[config.mk]
export PLATFORM = sky130hd
export DESIGN_NAME = spi_cfg_master
export DESIGN_NICKNAME = d
export VERILOG_FILES = /design/src/rtl/spi_cfg_master.sv
export SDC_FILE = /design/constraint.sdc
export NUM_CORES = 1
export LEC_CHECK = 0
export ABC_AREA = 0
export CAP_MARGIN = 20
export CORE_MARGIN = 2
export CORE_UTILIZATION = 54
export CTS_BUF_LIST = sky130_fd_sc_hd__clkbuf_16
export DETAILED_ROUTE_END_ITERATION = 8
export HOLD_SLACK_MARGIN = 0.1
export PLACE_DENSITY = 0.77
export SETUP_SLACK_MARGIN = 0.15
export SLEW_MARGIN = 20
export SYNTH_ARGS = -nofsm -noshare
export SYNTH_HDL_FRONTEND = slang
export SYNTH_SLANG_ARGS = --single-unit
export TNS_END_PERCENT = 1
[constraint.sdc]
create_clock -name clk -period 2.84 [get_ports clk]
set_input_delay 0.426 -clock clk [delete_from_list [all_inputs] [get_ports clk]]
set_output_delay 0.426 -clock clk [all_outputs]
set_load 0.05 [all_outputs]
[src/rtl/spi_cfg_master.sv]
// SPI configuration write master (mode 0, MSB first).
// One request sends a 16-bit frame {addr, data}. After the frame a flush
// pulse is issued with SSEL released so the slave can clear its counters.
// ack reports whether MISO was high at every SCLK high-half sample.
//
// Request handshake: a request is taken on a rising clk edge where
// req_valid && req_ready; req_ready is high only in IDLE.
// req_addr/req_data are copied into the shift register at that edge and
// are never read again during the frame.
module spi_cfg_master #(
  parameter int CLK_DIV = 4
) (
  input  logic       clk,
  input  logic       rst_n,
  input  logic       req_valid,
  input  logic [7:0] req_addr,
  input  logic [7:0] req_data,
  output logic       req_ready,
  output logic       SCLK,
  output logic       SSEL,
  output logic       MOSI,
  input  logic       MISO,
  output logic       done,
  output logic       ack
);

  localparam logic [1:0] ST_IDLE  = 2'd0;
  localparam logic [1:0] ST_SETUP = 2'd1;
  localparam logic [1:0] ST_SHIFT = 2'd2;
  localparam logic [1:0] ST_GAP   = 2'd3;

  localparam logic [7:0] RELOAD = 8'(CLK_DIV - 1);

  logic [1:0]  state;
  logic [7:0]  cnt;
  logic [3:0]  bit_cnt;
  logic [15:0] shreg;
  logic        sclk_q;
  logic        ssel_q;
  logic        miss;
  logic        miso_meta;
  logic        miso_sync;

  // MOSI is the top bit of the shift register, so it comes straight from a flop.
  assign MOSI      = shreg[15];
  assign SCLK      = sclk_q;
  assign SSEL      = ssel_q;
  assign req_ready = (state == ST_IDLE);

  // Two-flop synchronizer for the asynchronous MISO line.
  always_ff @(posedge clk or negedge rst_n) begin
    if (!rst_n) begin
      miso_meta <= 1'b0;
      miso_sync <= 1'b0;
    end else begin
      miso_meta <= MISO;
      miso_sync <= miso_meta;
    end
  end

  // Frame sequencer: phase timing, bit shifting, MISO accumulation and outputs.
  always_ff @(posedge clk or negedge rst_n) begin
    if (!rst_n) begin
      state   <= ST_IDLE;
      cnt     <= 8'd0;
      bit_cnt <= 4'd0;
      shreg   <= 16'd0;
      sclk_q  <= 1'b0;
      ssel_q  <= 1'b1;
      miss    <= 1'b0;
      done    <= 1'b0;
      ack     <= 1'b0;
    end else begin
      done <= 1'b0;
      case (state)
        ST_IDLE: begin
          if (req_valid) begin
            state   <= ST_SETUP;
            shreg   <= {req_addr, req_data};
            cnt     <= RELOAD;
            bit_cnt <= 4'd0;
            miss    <= 1'b0;
            ack     <= 1'b0;
            ssel_q  <= 1'b0;
            sclk_q  <= 1'b0;
          end
        end
        ST_SETUP: begin
          if (cnt != 8'd0) begin
            cnt <= cnt - 8'd1;
          end else begin
            state  <= ST_SHIFT;
            sclk_q <= 1'b1;
            cnt    <= RELOAD;
          end
        end
        ST_SHIFT: begin
          if (cnt != 8'd0) begin
            cnt <= cnt - 8'd1;
          end else begin
            cnt <= RELOAD;
            if (sclk_q) begin
              // End of high half: sample MISO, fall, advance MOSI except in slot 16.
              sclk_q <= 1'b0;
              miss   <= miss | ~miso_sync;
              if (bit_cnt != 4'd15) begin
                shreg <= {shreg[14:0], 1'b0};
              end
            end else begin
              // End of low half: next slot, or the frame ends on wrap from 15.
              bit_cnt <= bit_cnt + 4'd1;
              if (bit_cnt == 4'd15) begin
                state  <= ST_GAP;
                ssel_q <= 1'b1;
                shreg  <= 16'd0;
              end else begin
                sclk_q <= 1'b1;
              end
            end
          end
        end
        ST_GAP: begin
          if (cnt != 8'd0) begin
            cnt <= cnt - 8'd1;
          end else if (!sclk_q) begin
            // Flush pulse with SSEL high.
            sclk_q <= 1'b1;
            cnt    <= RELOAD;
          end else begin
            state  <= ST_IDLE;
            sclk_q <= 1'b0;
            cnt    <= 8'd0;
            done   <= 1'b1;
            ack    <= ~miss;
          end
        end
        default: state <= ST_IDLE;
      endcase
    end
  end

endmodule

Word-level counts from Yosys, hierarchy flattened

Cells that the tools add are included.

Bits in registers: 37
Output and inout port bits: 6
Logic and storage cells: 87
Input bits: 20

Reductions and logical operators: 12
Muxes and demuxes: 44
Add/sub/neg operators: 2
Eq/ne operators: 15
Bitwise logic cells: 3

Operator list:

| operator            | count |
|---|---|
| $mux 16             | 5 |
| $pmux 16 s2         | 1 |
| $mux 8              | 3 |
| $pmux 8 s3          | 1 |
| $mux 1              | 17 |
| $mux 2              | 8 |
| $ne 2x2->1 const B  | 8 |
| $reduce_and 4->1    | 4 |
| $mux 4              | 3 |
| $reduce_and 5->1    | 2 |
| $pmux 2 s4          | 1 |
| $pmux 4 s2          | 1 |
| $reduce_bool 8->1   | 1 |
| $sub 8x1->8 const B | 1 |
| $reduce_and 7->1    | 1 |
| $ne 3x3->1 const B  | 2 |
| $pmux 1 s2          | 3 |
| $add 4x1->4 const B | 1 |
| $eq 2x2->1 const B  | 2 |
| $eq 4x4->1 const B  | 1 |
| $ne 4x4->1 const B  | 1 |
| $pmux 1 s4          | 1 |
| $reduce_bool 2->1   | 2 |
| $eq 2x1->1 const B  | 1 |
| 4 further kinds     | 5 |

Longest topological paths before layout

Gate-level depths: netlist of run 1.

Depth in word-level cells: 5
Gate-level depth with buffers: 9
Depth with buffers taken out: 7

Worst setup path after synthesis of run 1

OpenSTA, ideal clock, no wires.

Path type: register -> register
From: register state[1]
To: register shreg[10]
Required time: 2.714 ns
Arrival time: 2.200 ns
Setup time: 0.126 ns
Path slack: 0.514 ns
Cell stages (with the launch flop): 10
Period minus slack after synthesis: 2.326 ns
Path buffers: 3
Path through: dfrtp_1 inv_1 ha_1 clkbuf_1 nand2_1 o21ai_1 and2_0 buf_2 buf_2 a21oi_1

Longest elaborated chain between the ends: 3
Elaborated cells on any way between the ends: 9
Classes of those cells: eq/ne (5); mux (1); reduce/logical (3)

Ends and longest elaborated chain:

| element                                                   | line | text |
|---|---|---|
| start, declared                                           | 34   | `logic [1:0] state;` |
| start signal, assigned                                    | 64   | `state <= ST_IDLE;` |
| start signal, assigned                                    | 78   | `state <= ST_SETUP;` |
| start signal, assigned                                    | 92   | `state <= ST_SHIFT;` |
| $logic_not 2->1 (*)                                       | -    |  |
| named net req_ready                                       | 18   | `output logic req_ready,` |
| $ne 2x2->1 (no line) or $reduce_bool 2->1 (tied branches) | -    |  |
| $reduce_and 5->1 (no line)                                | -    |  |
| end signal, assigned                                      | 79   | `shreg <= {req_addr, req_data};` |
| end signal, assigned                                      | 107  | `shreg <= {shreg[14:0], 1'b0};` |
| end, declared                                             | 37   | `logic [15:0] shreg;` |

The timed path passes the listed nets; every way through them passes the cells marked *.
A chain may end at the register's enable or synchronous reset.

Worst setup path in the final report of run 1

From: register state[1]
To: output req_ready

Longest elaborated chain between the ends: 1

Ends and longest elaborated chain:

| element         | line | text |
|---|---|---|
| $logic_not 2->1 | 48   | `assign req_ready = (state == ST_IDLE);` |
| end, declared   | 18   |  |

No other way between the ends.

==> results_tabular.tex, run 1 <==
\begin{tabular}{lr}
\hline
Metric & Value \\
\hline
\multicolumn{2}{l}{\textbf{Run status}} \\
Result of the run & finished, final reports clean \\
\multicolumn{2}{l}{\textbf{Floorplan}} \\
Die X & 63.4 um \\
DIE AREA & 0.00402 sq mm \\
Area of the placeable core & 0.00336 sq mm \\
Die boundary height & 63.4 um \\
Row count & 21 \\
Initial core utilization & 0.567 \\
Number of top-level design ports & 26 \\
\multicolumn{2}{l}{\textbf{Synthesis}} \\
Cell area after technology mapping & 0.00191 sq mm \\
Number of distinct library cell variants in the gate-level netlist after synthesis & 42 \\
Synth top area cells & dfrtp\_1, a21oi\_1, a22oi\_1 \\
Number of enable flip-flop cells after synthesis & 0 \\
Leading area contributor after synthesis & dfrtp\_1 \\
FFs w/ async S/R, synth & 1.00 \\
Sequential area share after synthesis & 0.486 \\
Flops \& latches, synth & 37 \\
Avg Cell Area, Syn & 9.53 sq um \\
Top\_reg\_cell synth & dfrtp\_1 \\
Synthesized netlist net count & 226 \\
Top-area cell type share of the netlist area & 0.472 \\
Yosys Warn Count & 0 \\
Cell count after synthesis & 200 \\
\multicolumn{2}{l}{\textbf{Power and ir drop}} \\
Final Power & 3130 uW \\
Lkg Pwr & 0.00101 uW \\
Peak supply drop & 697 uV \\
Power Density & 1320 mW/mm\^{}2 \\
\multicolumn{2}{l}{\textbf{Clocking}} \\
Post-cts gate resize count & 0 \\
CTS Sinks & 37 \\
CTS HTree Levels & 2 \\
Setup repair bufs after CTS & 0 \\
Cts hold-fix bufs & 0 \\
Clock latency reported for the late side of the worst-skew pair & 0.28 ns \\
Buffer depth of the longest clock path & 2 \\
Cell at the root of the clock tree & clkbuf\_16 \\
Clock transition at the registers of the reported paths & 0.05 ns \\
TritonCTS clock tree & yes \\
Number of buffers created by CTS & 5 \\
\multicolumn{2}{l}{\textbf{Critical path}} \\
Worst R2R End & state[1] \\
Required time at the worst-slack endpoint & 2.41 ns \\
Reg2reg path depth & 7 \\
Worst EP arrival & 2.11 ns \\
Cell with the biggest individual delay on the critical path & clkdlybuf4s50\_1 \\
WS Path Type & reg -> out \\
Kind of capture point of the worst setup path & primary output \\
Startpoint of the worst-slack reg-to-reg timing path & cnt[0] \\
CP startpoint kind & register \\
Worst path cell trace & inv\_1, ha\_1, clkdlybuf4s50\_1 \\
Slowest cell delay on critical path & 0.88 ns \\
Slack of the worst reg-to-reg path & 0.51 ns \\
Critical-path maximum fanout & 11 \\
\multicolumn{2}{l}{\textbf{Route}} \\
Total vias in the final route & 1653 \\
Count of TritonRoute iterations in the first routing pass & 6 \\
Vias per cell & 6.08 \\
Number of remaining DRC errors & 0 \\
Remaining antenna violation count & 0 \\
Average detailed-routed wire length per instance & 16.6 um \\
Number of DRC markers in iteration 0 & 172 \\
Detailed Route WL & 4510 um \\
\multicolumn{2}{l}{\textbf{Hold path}} \\
Class of the most critical hold timing path & reg -> reg \\
Cell depth of the worst min-delay path & 0 \\
Startpoint of the worst hold path & miso\_meta \\
Hold Path End & miso\_sync \\
\multicolumn{2}{l}{\textbf{Placed design}} \\
Quantity of I/O buffers inserted on ports & 25 \\
Post-placement cell count & 264 \\
Weighted congestion reported at the end of routability-driven placement & 0.778 \\
HPWL after DPL & 3010 um \\
\multicolumn{2}{l}{\textbf{Timing}} \\
Transition at the pin with the smallest max-transition slack & 0.572 ns \\
Setup clock skew after layout & 0.00332 ns \\
Worst rel slew slack & 0.619 \\
Share of the clock period used by the worst path & 0.891 \\
Minimum clock period after layout & 2.53 ns \\
Final number of setup-violating endpoints & 0 \\
Final setup TNS & 0 ns \\
Hold Slack & 0.364 ns \\
Setup repair after global routing missed its margin & false \\
Number of hold violations in the final report & 0 \\
Slew Limit Fails & 0 \\
Max Fclk & 395 MHz \\
\multicolumn{2}{l}{\textbf{Global route}} \\
First-pass GRT wire length & 7660 um \\
Overall routing resource usage & 0.244 \\
Global route total overflow & 0 \\
Initial antenna violation count & 0 \\
Maximum number of pins on one net before global-route repair & 38 \\
Vias in the first global route & 1664 \\
\multicolumn{2}{l}{\textbf{Layout}} \\
Synth-to-layout area growth & 24.7\% \\
ANT cells & 0 \\
Share of layout cells above drive strength 1 & 0.0929 \\
Number of cells in the finished layout apart from fillers & 272 \\
Final-stage net count & 251 \\
\multicolumn{2}{l}{\textbf{Run}} \\
Number of violations of the max-capacitance limit & 0 \\
\hline
\end{tabular}
==> worst max-delay path, delay by kind of cell, from the launching register on <==
kind,cells,cell delay (ns)
flops,1,0.41
buf+inv,2,1.02
fa+ha+maj,1,0.40
==> synth_stat cells (2+ instances only) <==
library cell and number:
clkbuf_1 7, inv_1 7, nand2_1 15, a22oi_1 17
o31ai_1 2, nor2_1 11, o41ai_1 2, o21ai_1 2
a21oi_1 36, mux2i_1 2, a22o_1 2, o21ai_0 14
nand2b_1 2, dfrtp_1 36, nor3_1 4, a31oi_1 2
ha_1 6, nand3_1 4, buf_2 3, o221ai_1 2
a2bb2oi_1 3
==> state kept, by name (all words and copies together) (netlist names) <==
register	cells
shreg	16
cnt	8
bit_cnt	4
state	2
SCLK	1
SSEL	1
ack	1
done	1
miso_meta	1
miso_sync	1
miss	1
==> per-layer routing <==
layer  share of wire  GRT usage
met4           0.012     0.0707
met1            0.43      0.316
met3           0.049     0.0750
met2            0.50      0.395
met5               0          0
==> area by class of cell <==
cell class	instances	area [sq um]
clock buffer	5	125
clock inverter	3	65.1
fill	273	985
inverter	8	30.0
multi-input combinational	144	893
sequential	37	927
tap	46	57.6
timing repair buffer	29	280
==> worst max-delay path by stage <==
stage                     end  cells past startpoint      from  slack, ns
global route        req_ready                      3  state[1]       0.24
floorplan           shreg[10]                      9  state[1]       0.51
finish              req_ready                      3  state[1]       0.31
detailed placement   state[1]                      7    cnt[0]       0.54
CTS                 req_ready                      3  state[1]       0.32
global placement     state[1]                      7    cnt[0]       0.68
==> where the power goes <==
| part | switching, uW | internal, uW |
|---|---|---|
| clock | 208 | 501 |
| combinational | 932 | 576 |
| sequential | 173 | 743 |
==> layout by cell type, fill, tap and decap left out, types with 2 or more instances in the layout <==
cell type,count
nand2b_1,2
clkbuf_16,5
a22o_1,2
clkdlybuf4s50_1,25
o41ai_1,2
o21ai_0,14
nor3_1,4
a2bb2oi_1,3
o21ai_1,2
bufinv_16,2
o221ai_1,2
buf_4,4
dfrtp_1,36
a31oi_1,2
nor2_1,11
inv_1,7
o31ai_1,2
mux2i_1,2
nand2_1,15
a22oi_1,17
nand3_1,4
ha_1,6
a21oi_1,36
==> logic make-up (layout without fill, tap and decap cells) <==
family,after synthesis,count (layout),share of synthesized area
mux,4,4,0.0223
fa+ha+maj,6,6,0.0394
buf+inv,19,45,0.0453
simple gates,48,48,0.129
xor+xnor,1,1,0.00459
compound gates,85,85,0.273
flops,37,37,0.486
==> through the flow <==
stage | utilization | worst slack (ns) | area, sq um
global route | 0.707 | 0.239 | 2380
CTS | 0.707 | 0.324 | 2380
detailed placement | 0.651 | 0.535 | 2190
global placement | 0.651 | 0.684 | 2190
finish | 0.707 | 0.308 | 2380
floorplan | - | 0.514 | 1910
(Power assumes the default switching activity.)
==> run 2: changes to the inputs <==
- CTS_CLUSTER_DIAMETER: unset -> 30
==> results of run 2 <==
Final layout, timing and power as in run 1 (identical DEF).
==> run 3: changes to the inputs <==
- REMOVE_ABC_BUFFERS: unset -> 1
==> run 3 against run 2 <==
- global-route usage down 1.5 points
- clock power down 29%
- total power down 7.1%
- core utilization down 1.6 points
- cell area down 2.3%
- non-clock buffer count unchanged
- clock skew up 0.0048 ns
- first-iteration DRC count up 4.1%
- critical endpoint unchanged
- largest power group unchanged
==> results_tabular.tex, run 3 (same netlist as run 1, synthesis figures left out) <==
\begin{tabular}{lr}
\hline
Metric & Value \\
\hline
\multicolumn{2}{l}{\textbf{Run status}} \\
Result of the run & finished, final reports clean \\
\multicolumn{2}{l}{\textbf{Clocking}} \\
CTS Sinks & 37 \\
Number of buffers created by CTS & 5 \\
Cell at the root of the clock tree & clkbuf\_16 \\
Buffer depth of the longest clock path & 2 \\
TritonCTS clock tree & yes \\
Clock transition at the registers of the reported paths & 0.05 ns \\
Cts hold-fix bufs & 0 \\
CTS HTree Levels & 2 \\
Setup repair bufs after CTS & 0 \\
Clock latency reported for the late side of the worst-skew pair & 0.28 ns \\
Post-cts gate resize count & 0 \\
\multicolumn{2}{l}{\textbf{Timing}} \\
Minimum clock period after layout & 2.51 ns \\
Setup repair after global routing missed its margin & false \\
Worst rel slew slack & 0.611 \\
Max Fclk & 399 MHz \\
Number of hold violations in the final report & 0 \\
Share of the clock period used by the worst path & 0.883 \\
Setup clock skew after layout & 0.00811 ns \\
Transition at the pin with the smallest max-transition slack & 0.580 ns \\
Slew Limit Fails & 0 \\
Final number of setup-violating endpoints & 0 \\
Final setup TNS & 0 ns \\
\multicolumn{2}{l}{\textbf{Hold path}} \\
Class of the most critical hold timing path & reg -> reg \\
\multicolumn{2}{l}{\textbf{Layout}} \\
Max reg flops & 16 \\
Most frequent cells in the layout & dfrtp\_1, a21oi\_1, clkdlybuf4s50\_1, a22oi\_1, nand2\_1 \\
Final instance area & 0.00232 sq mm \\
Largest registers & shreg: 16 flops, cnt: 8 flops, bit\_cnt: 4 flops \\
Share of layout cells above drive strength 1 & 0.0796 \\
ANT cells & 0 \\
Final-stage net count & 251 \\
Final core area utilization & 0.691 \\
Register with the most flip-flops & shreg \\
Synth-to-layout area growth & 21.9\% \\
\multicolumn{2}{l}{\textbf{Critical path}} \\
CP startpoint kind & register \\
WS Path Type & reg -> out \\
Kind of capture point of the worst setup path & primary output \\
Worst EP arrival & 2.08 ns \\
Critical-path maximum fanout & 11 \\
Slack of the worst reg-to-reg path & 0.48 ns \\
Required time at the worst-slack endpoint & 2.41 ns \\
\multicolumn{2}{l}{\textbf{Route}} \\
Remaining antenna violation count & 0 \\
Number of DRC markers in iteration 0 & 179 \\
Total vias in the final route & 1641 \\
Average detailed-routed wire length per instance & 15.4 um \\
Vias per cell & 6.03 \\
Detailed Route WL & 4180 um \\
Count of TritonRoute iterations in the first routing pass & 4 \\
Number of remaining DRC errors & 0 \\
\multicolumn{2}{l}{\textbf{Placed design}} \\
HPWL after DPL & 2850 um \\
Weighted congestion reported at the end of routability-driven placement & 0.826 \\
Placed instance area & 0.00219 sq mm \\
Quantity of I/O buffers inserted on ports & 25 \\
\multicolumn{2}{l}{\textbf{Run}} \\
Number of violations of the max-capacitance limit & 0 \\
\multicolumn{2}{l}{\textbf{Power and ir drop}} \\
Lkg Pwr & 0.000994 uW \\
Power Density & 1250 mW/mm\^{}2 \\
Peak supply drop & 585 uV \\
\multicolumn{2}{l}{\textbf{Global route}} \\
Overall routing resource usage & 0.229 \\
First-pass GRT wire length & 7200 um \\
Vias in the first global route & 1628 \\
Initial antenna violation count & 0 \\
Maximum number of pins on one net before global-route repair & 38 \\
Global route total overflow & 0 \\
\multicolumn{2}{l}{\textbf{Floorplan}} \\
Die X & 63.4 um \\
Area of the placeable core & 0.00336 sq mm \\
Die boundary height & 63.4 um \\
Number of top-level design ports & 26 \\
Row count & 21 \\
Initial core utilization & 0.567 \\
DIE AREA & 0.00402 sq mm \\
\hline
\end{tabular}
[run 3: cell types whose count changed in the layout (fill, tap and decap cells not counted)]
cell and change:
bufinv_16 -2, clkinv_1 +1, clkinv_2 -1, inv_1 +2
[run 3: layer usage]
layer / wire, um / vias to the layer above / global-route usage
met5: 0 / - / 0
met1: 1830 / 796 / 0.292
met2: 2090 / 46 / 0.388
met3: 191 / 9 / 0.0429
li1: - / 790 / -
met4: 77 / 0 / 0.0815
[run 3: report_power, final]
| group | switching [uW] | internal (uW) |
|---|---|---|
| Clock | 189 | 315 |
| Sequential | 169 | 743 |
| Combinational | 917 | 576 |
| Total | 1270 | 1630 |
[run 3: stage by stage]
stage	hold slack [ns]	power (uW)	setup slack [ns]	std cells
after CTS	0.363	2910	0.337	272
after global placement	0.343	2300	0.676	264
after global routing	0.375	3140	0.229	272
after detailed placement	0.351	2380	0.539	264
final	0.361	2910	0.333	272
after floorplan	0.130	1960	0.287	189
[run 3: layout make-up]
cell class | count | area, sq um
clock buffers | 5 | 125
clock inverters | 3 | 11.3
fillers | 287 | 1040
inverters | 8 | 30.0
multi-input cells | 144 | 893
flip-flops and latches | 37 | 927
well taps | 46 | 57.6
repair buffers | 29 | 280
[run 3: worst max-delay path, cell delays in order, from the launching register on]
cell and delay [ns]:
dfrtp_1 0.41, inv_1 0.12, ha_1 0.39, clkdlybuf4s50_1 0.88
[run 3: final timing paths]
kind | startpoint | to | depth (start not counted)
max reg2reg | cnt[0] | state[1] | 7
max in group asynchronous | rst_n | SSEL | 2
min | miso_meta | miso_sync | 0
max | state[1] | req_ready | 3
min in group asynchronous | rst_n | shreg[13] | 2
min reg2reg | miso_meta | miso_sync | 0
==> edit, RTL diff (settings of run 3) <==
Make the reset (`rst_n`) synchronous in 2 clocked blocks. Comments in the files are not updated.
--- a/src/rtl/spi_cfg_master.sv
+++ b/src/rtl/spi_cfg_master.sv
@@ -48,7 +48,7 @@
   assign req_ready = (state == ST_IDLE);
 
   // Two-flop synchronizer for the asynchronous MISO line.
-  always_ff @(posedge clk or negedge rst_n) begin
+  always_ff @(posedge clk) begin
     if (!rst_n) begin
       miso_meta <= 1'b0;
       miso_sync <= 1'b0;
@@ -59,7 +59,7 @@
   end
 
   // Frame sequencer: phase timing, bit shifting, MISO accumulation and outputs.
-  always_ff @(posedge clk or negedge rst_n) begin
+  always_ff @(posedge clk) begin
     if (!rst_n) begin
       state   <= ST_IDLE;
       cnt     <= 8'd0;
Formal check against the unedited RTL: differs if rst_n is asserted again (counterexample within 4 cycles, from zero or initial values and one cycle with rst_n low); with rst_n held inactive, the same outputs for 10 cycles.
==> edit against run 3 <==
- sequential cell count unchanged
- clock power rose by 3%
- synthesized area is 6.8% higher
- die area up 6.3%
- routed wire length fell by 0.81%
- final area rose by 5.5%
- power down 13%
- worst setup slack better by 0.026 ns
- global-route usage fell by 1.6 points
- critical path type unchanged
==> edit: results (changes against run 3) <==
[critical_path]
worstPathArrival_ns=2.05  ; -0.03 ns
crit_fanout=13  ; +2

[global_route]
grt_pass1_vias=1607  ; -1.3%
grt_use_total_pct=21.3  ; -1.6 points
grt_max_degree=37  ; -2.6%

[placement]
place_ws_ns=0.574  ; +0.0346 ns
detailed_place_hpwl_mm=2.86  ; about the same
dp_cells=321  ; +22%
routabilityCongestion=0.848  ; +2.6%

[power]
p_leak_nw=1.05  ; +5.3%
peakVddDrop_uv=755  ; +29%

[sta]
tightest_slew_ns=0.890  ; +0.310 ns

[yosys]
ys_top_cells_by_count=nand2_1, dfxtp_1, nand3_1, inv_1
synth.area.top_cells=dfxtp_1, mux2i_1, nand2_1
netlist_instances=261  ; +31%
yosysTopAreaCell=dfxtp_1
synthArstFlopShare_pct=0  ; -100 points
seq_area_frac_synth_pct=36.4  ; -12 points
synth_cell_types=41  ; -2.4%

[drt]
wl_per_cell_um=12.6  ; -18%
drt_iter0_drc=123  ; -31%
num_vias=1819  ; +11%
vias_per_cell=5.53  ; -8.4%

[run_status]
outcome=finished, final reports clean

[cells_and_area]
final_nets=306  ; +22%

==> edit: changes by cell type after synthesis, sizes merged, moves of 4 or more <==
cell | before | now
nor2 | 11 | 15
inv | 8 | 23
clkbuf | 7 | 14
a22oi | 17 | 1
xor2 | 1 | 5
dfxtp | 0 | 37
nand2 | 15 | 41
dfrtp | 36 | 0
nand3 | 4 | 24
a21oi | 36 | 7
mux2i | 2 | 19
==> edit: worst max-delay path, cell delays in order (launching register included) <==
cell	delay, ns
dfxtp_1	0.33
inv_1	0.11
ha_1	0.44
clkdlybuf4s50_1	0.90
==> edit: cell families after synthesis <==
logic type | synth area share, %
AOI/OAI and AO/OA | 15.2
xor gates and xnor gates | 2.15
adders and majority gates | 3.69
buffers and inverters | 8.05
DFF | 36.4
muxes | 9.34
and+or+nand+nor | 25.1
==> edit: per-layer routing <==
metal / vias up / part of all wire (%) / GRT usage, %
met2: 38 / 45 / 34.4
met4: 0 / 1.1 / 5.47
met3: 6 / 4.8 / 4.79
li1: 943 / - / -
met5: - / 0 / 0
met1: 832 / 49 / 28.7
==> edit: per-stage QoR <==
stage / hold slack [ns] / area [sq um] / util, %
floorplan: 0.412 / 1960 / -
finish: 0.433 / 2450 / 67.5
detailed placement: 0.421 / 2310 / 63.7
CTS: 0.435 / 2450 / 67.5
global placement: 0.414 / 2310 / 63.7
global route: 0.439 / 2450 / 67.5
==> edit: worst paths after layout <==
check / startpoint / end / cells past startpoint / slack, ns
hold reg to reg: miso_meta / miso_sync / 1 / 0.43
setup / recovery: state[1] / req_ready / 3 / 0.36
hold / removal: miso_meta / miso_sync / 1 / 0.43
setup reg to reg: cnt[0] / shreg[2] / 6 / 0.54
==> edit: layout make-up <==
| cell class | count | area, sq um |
|---|---|---|
| multi-input combinational | 182 | 1130 |
| fill | 329 | 1180 |
| tap | 48 | 60.1 |
| inverter | 23 | 86.3 |
| sequential | 37 | 741 |
| clock buffer | 5 | 125 |
| clock inverter | 3 | 13.8 |
| timing repair buffer | 31 | 295 |
==> edit: power by group <==
part | internal, W | switching, W
registers | 0.000659 | 0.0000957
clock network | 0.000318 | 0.000202
logic | 0.000492 | 0.000756
total | 0.00147 | 0.00105
